### src/rtl/seq_det_scheduler.sv
// Round-robin scheduler feeding NCH parallel request words, MSB-first, into one
// serial overlapping pattern matcher; reports the served channel and its match count.
module seq_det_scheduler #(
    parameter int              NCH     = 4,
    parameter int              WORD    = 8,
    parameter int              PLEN    = 4,
    parameter logic [PLEN-1:0] PATTERN = 4'b1011,
    localparam int             CW      = (NCH > 1) ? $clog2(NCH) : 1,
    localparam int             NW      = $clog2(WORD + 1)
) (
    input  logic                clk,
    input  logic                rst,
    input  logic [NCH-1:0]      req_valid,
    input  logic [NCH*WORD-1:0] req_data,
    output logic [NCH-1:0]      req_ready,
    output logic                ser_bit,
    output logic                ser_valid,
    output logic                match_pulse,
    output logic                done_valid,
    output logic [CW-1:0]       done_ch,
    output logic [NW-1:0]       done_count,
    output logic                busy
);

    typedef enum logic [1:0] {
        IDLE   = 2'd0,
        SHIFT  = 2'd1,
        REPORT = 2'd2
    } state_t;

    localparam logic [NCH-1:0] ONE_HOT0 = {{(NCH-1){1'b0}}, 1'b1};
    localparam logic [NW-1:0]  NW_ONE   = {{(NW-1){1'b0}}, 1'b1};

    state_t            state_r, state_s;
    logic [CW-1:0]     last_r;
    logic [CW-1:0]     gidx_s, hi_idx_s, lo_idx_s;
    logic              hi_found_s, lo_found_s, found_s;
    logic [WORD-1:0]   sh_r, word_s;
    logic [NW-1:0]     bitcnt_r, cnt_r, done_count_r;
    logic [PLEN-2:0]   hist_r;
    logic [PLEN-1:0]   hcat_s;
    logic              match_s;
    logic              ser_valid_r, match_pulse_r, done_valid_r;
    logic [CW-1:0]     done_ch_r;
    logic [NCH-1:0]    req_ready_s;

    assign hcat_s  = {hist_r, sh_r[WORD-1]};
    assign match_s = (hcat_s == PATTERN) && (bitcnt_r >= NW'(PLEN - 1));

    // Round-robin pick: channels above last_r win first, otherwise wrap to the lowest.
    always_comb begin
        hi_found_s = 1'b0;
        lo_found_s = 1'b0;
        hi_idx_s   = '0;
        lo_idx_s   = '0;
        word_s     = '0;
        for (int i = NCH - 1; i >= 0; i--) begin
            hi_idx_s   = (req_valid[i] && (CW'(i) > last_r)) ? CW'(i) : hi_idx_s;
            hi_found_s = hi_found_s | (req_valid[i] && (CW'(i) > last_r));
            lo_idx_s   = (req_valid[i] && (CW'(i) <= last_r)) ? CW'(i) : lo_idx_s;
            lo_found_s = lo_found_s | (req_valid[i] && (CW'(i) <= last_r));
        end
        found_s = hi_found_s | lo_found_s;
        gidx_s  = hi_found_s ? hi_idx_s : lo_idx_s;
        for (int c = 0; c < NCH; c++) begin
            word_s = (gidx_s == CW'(c)) ? req_data[c*WORD +: WORD] : word_s;
        end
    end

    // Next-state and combinational grant.
    always_comb begin
        state_s     = state_r;
        req_ready_s = '0;
        case (state_r)
            IDLE: begin
                if (found_s) begin
                    state_s     = SHIFT;
                    req_ready_s = ONE_HOT0 << gidx_s;
                end else begin
                    state_s = IDLE;
                end
            end
            SHIFT: begin
                if (bitcnt_r == NW'(WORD - 1)) begin
                    state_s = REPORT;
                end else begin
                    state_s = SHIFT;
                end
            end
            REPORT:  state_s = IDLE;
            default: state_s = IDLE;
        endcase
    end

    // State register.
    always_ff @(posedge clk or posedge rst) begin
        if (rst) begin
            state_r <= IDLE;
        end else begin
            state_r <= state_s;
        end
    end

    // Datapath: capture, serialize, match counting and done reporting.
    always_ff @(posedge clk or posedge rst) begin
        if (rst) begin
            last_r        <= CW'(NCH - 1);
            sh_r          <= '0;
            bitcnt_r      <= '0;
            cnt_r         <= '0;
            hist_r        <= '0;
            ser_valid_r   <= 1'b0;
            match_pulse_r <= 1'b0;
            done_valid_r  <= 1'b0;
            done_ch_r     <= '0;
            done_count_r  <= '0;
        end else begin
            match_pulse_r <= 1'b0;
            done_valid_r  <= 1'b0;
            done_ch_r     <= '0;
            done_count_r  <= '0;
            case (state_r)
                IDLE: begin
                    if (found_s) begin
                        sh_r        <= word_s;
                        last_r      <= gidx_s;
                        hist_r      <= '0;
                        cnt_r       <= '0;
                        bitcnt_r    <= '0;
                        ser_valid_r <= 1'b1;
                    end else begin
                        ser_valid_r <= 1'b0;
                    end
                end
                SHIFT: begin
                    sh_r          <= sh_r << 1;
                    bitcnt_r      <= bitcnt_r + NW_ONE;
                    hist_r        <= hcat_s[PLEN-2:0];
                    cnt_r         <= cnt_r + {{(NW-1){1'b0}}, match_s};
                    match_pulse_r <= match_s;
                    if (bitcnt_r == NW'(WORD - 1)) begin
                        ser_valid_r  <= 1'b0;
                        done_valid_r <= 1'b1;
                        done_ch_r    <= last_r;
                        done_count_r <= cnt_r + {{(NW-1){1'b0}}, match_s};
                    end else begin
                        ser_valid_r <= 1'b1;
                    end
                end
                REPORT: begin
                    ser_valid_r <= 1'b0;
                end
                default: begin
                    ser_valid_r <= 1'b0;
                end
            endcase
        end
    end

    assign req_ready   = req_ready_s;
    assign ser_bit     = sh_r[WORD-1] & ser_valid_r;
    assign ser_valid   = ser_valid_r;
    assign match_pulse = match_pulse_r;
    assign done_valid  = done_valid_r;
    assign done_ch     = done_ch_r;
    assign done_count  = done_count_r;
    assign busy        = (state_r != IDLE);

endmodule

### config.mk
export PLATFORM = sky130hd
export DESIGN_NAME = seq_det_scheduler
export DESIGN_NICKNAME = d
export VERILOG_FILES = /design/src/rtl/seq_det_scheduler.sv
export SDC_FILE = /design/constraint.sdc
export NUM_CORES = 1
export LEC_CHECK = 0
export CAP_MARGIN = 0
export CORE_MARGIN = 1
export CORE_UTILIZATION = 30
export DETAILED_ROUTE_END_ITERATION = 10
export PLACE_DENSITY = 0.6
export SYNTH_ARGS = -nofsm -noshare
export SYNTH_HDL_FRONTEND = slang
export SYNTH_SLANG_ARGS = --single-unit
export TNS_END_PERCENT = 50
### constraint.sdc
create_clock -name clk -period 3.4 [get_ports clk]
set_input_delay 0.85 -clock clk [delete_from_list [all_inputs] [get_ports clk]]
set_output_delay 0.85 -clock clk [all_outputs]
set_load 0.1 [all_outputs]
==> flow_summary.toml <==
[power_and_ir_drop]
power_density_mw_per_mm2 = 780
vdd_drop_max_mv = 0.300
total_power_mw = 1.92
p_leak_nw = 1.12

[job]
drv_cap = 0

[global_routing]
grt_overflow = 0
antenna_found_initial = 0
grt_pass1_vias = 1498
grt_max_degree = 32
grt_use_total_pct = 15.6
grt_first_pass_wirelength_um = 7310

[yosys]
ys_ff_latch = 31
synth-edff-count = 0
ys_types = 46
syn-mean-instance-area_sq_um = 8.96
ys_seq_area_share_pct = 45.7
synth_nets = 231
ys.flop_type = "dfrtp_1"
synth_area_sq_mm = 0.00170
ys.warnings.count = 0
syn_inst = 190
synthArstFlopShare_pct = 100

[final_layout]
drive_gt1_share_pct = 17.1
design_area_sq_mm = 0.00246
n_antenna_cell = 0
area_growth_pct = 44.5
final_cell_mix = "37 x clkdlybuf4s50_1, 33 x nand2_1, 29 x dfrtp_1"
seqCellArea_sq_um = 778
multi_input_area_sq_um = 852
layoutNonFillerInstCount = 323
final_util_pct = 45.0
final_net_count = 291
final_common_cell = "clkdlybuf4s50_1"
n_fill_cell = 562

[sta]
finalCritPeriodShare_pct = 98.9
drv_slew = 0
worstMarginPinSlew_ns = 0.551
rsz0062_at_grt = "no"
final.setup_skew_ns = 0.00327
period_minus_slack_ns = 3.36
fmax_mhz = 297
slew_headroom_pct = 62.9
whs_ns = 0.501
finalSetupViolCount = 0
hold_viol_final = 0
setup_tns_ns = 0
setup_ws_ns = 0.0370

[worst_setup_path]
critPathMaxFanout = 6
cp-end-kind = "output port"
slowest_stage = "clkdlybuf4s50_1"
required_ns = 2.55
path_buf_inv = 2
cp-start-kind = "input pin"
criticalPathCategory = "in -> out"
cp_top_family = "buffers and inverters"
cp.arrival_ns = 2.51
critPathMaxStageDelay_ns = 0.51
path_cells = "clkdlybuf4s50_1 > or2_2 > a311o_1 > nor3b_4 > buf_12"

[clocking]
clock_path_buffers = 2
cts_tree = "yes"
clock_latency_ns = 0.27
numCtsBuffers = 5
htreeDepth = 2
cts_setup_buffers = 0
cts_sinks = 31
cts_resized = 0
cts-root-buf = "clkbuf_8"
path_clk_slew_ns = 0.06
cts_hold_buf = 0

[floorplan]
die_y_um = 77.3
initial_core_util_pct = 31.1
die_width_um = 77.3
ios = 53
core-area_sq_mm = 0.00547
die_area_sq_mm = 0.00598
core.rowCount = 27

[place]
gp_congestion = 0.777
port_buffers = 52
placed_cell_area_sq_mm = 0.00237
place_ws_ns = 0.0485
place_hpwl_um = 3210
dpl.cell_count = 315

[routing]
viasPerCell = 4.98
route.vias.total = 1608
drc = 0
ant_nets = 0
wl_um = 4320
drt_iter0_drc = 106
drt-pass1-iter-count = 4
wire_per_inst_um = 13.4

[status]
status = "complete, no violations"

[hold_path]
hp-class = "reg -> reg"
[synthesized netlist by cell type (2+ instances only)]
| cell | instances | area, sq um |
|---|---|---|
| o21ai_0 | 27 | 135 |
| nor2b_1 | 2 | 12.5 |
| nor3_1 | 2 | 10.0 |
| ha_1 | 3 | 37.5 |
| nand2_1 | 33 | 124 |
| mux2i_1 | 3 | 30.0 |
| buf_2 | 3 | 15.0 |
| a21oi_1 | 3 | 15.0 |
| inv_1 | 7 | 26.3 |
| o221ai_1 | 7 | 61.3 |
| nor2_1 | 13 | 48.8 |
| dfrtp_1 | 29 | 726 |
| clkbuf_1 | 5 | 18.8 |
| dfstp_2 | 2 | 52.6 |
| nand2b_1 | 3 | 18.8 |
| xor2_1 | 3 | 26.3 |
| nor3b_1 | 2 | 15.0 |
| a222oi_1 | 6 | 60.1 |
| nand3_1 | 6 | 30.0 |
| and3_1 | 5 | 31.3 |
[cells by family (layout without fill, tap and decap cells)]
logic type | after synthesis | in the layout | share of synthesized area [%]
AOI/OAI and AO/OA | 55 | 55 | 21.6
xor gates and xnor gates | 4 | 4 | 2.06
adders and majority gates | 3 | 3 | 2.20
buffers and inverters | 18 | 79 | 4.92
DFF | 31 | 31 | 45.7
muxes | 4 | 4 | 2.42
and+or+nand+nor | 75 | 75 | 21.1
[path summary, 6_finish.rpt]
check	from	endpoint	slack, ns	cells after the start
max	req_valid[0]	req_ready[2]	0.04	5
min	hist_r[1]	hist_r[2]	0.50	2
max reg2reg	last_r[0]	sh_r[0]	1.34	5
min reg2reg	hist_r[1]	hist_r[2]	0.50	2
max in group asynchronous	rst	last_r[1]	2.12	3
min in group asynchronous	rst	done_ch[0]	0.96	3
[area by class of cell]
| cell class | count | share of cell area, % |
|---|---|---|
| multi-input cells | 141 | 34.6 |
| flip-flops and latches | 31 | 31.6 |
| repair buffers | 64 | 25.3 |
| well taps | 72 | 3.66 |
| clock buffers | 7 | 3.51 |
| inverters | 7 | 1.07 |
| clock inverters | 1 | 0.203 |
[sequential cells by signal, indices dropped and copies added (netlist names)]
signal,flops
last_r,2
done_count,4
match_pulse,1
done_ch,2
done_valid,1
cnt_r,4
hist_r,3
state_r,2
sh_r,8
bitcnt_r,4
[power breakdown]
group          switching, mW  internal (mW)  total (mW)  leakage, nW
Clock                  0.132          0.163       0.295       0.0482
Sequential             0.114          0.500       0.614        0.391
Combinational          0.626          0.383        1.01        0.677
[worst register-to-register path: stages, from the launching register on]
cell and delay [ns]:
dfstp_2 0.62, nand2b_1 0.21, o21ai_0 0.12, a221oi_1 0.55, mux2_2 0.40, o211ai_1 0.09
[metal layers]
layer / global-route usage [%] / vias to the layer above / routed length, um / part of all wire, %
li1: - / 802 / - / -
met1: 21.6 / 742 / 2010 / 47
met2: 23.9 / 62 / 1990 / 46
met3: 3.88 / 2 / 302 / 7.0
met4: 4.53 / 0 / 23 / 0.53
met5: 0 / - / 0 / 0
(Power assumes the default switching activity.)
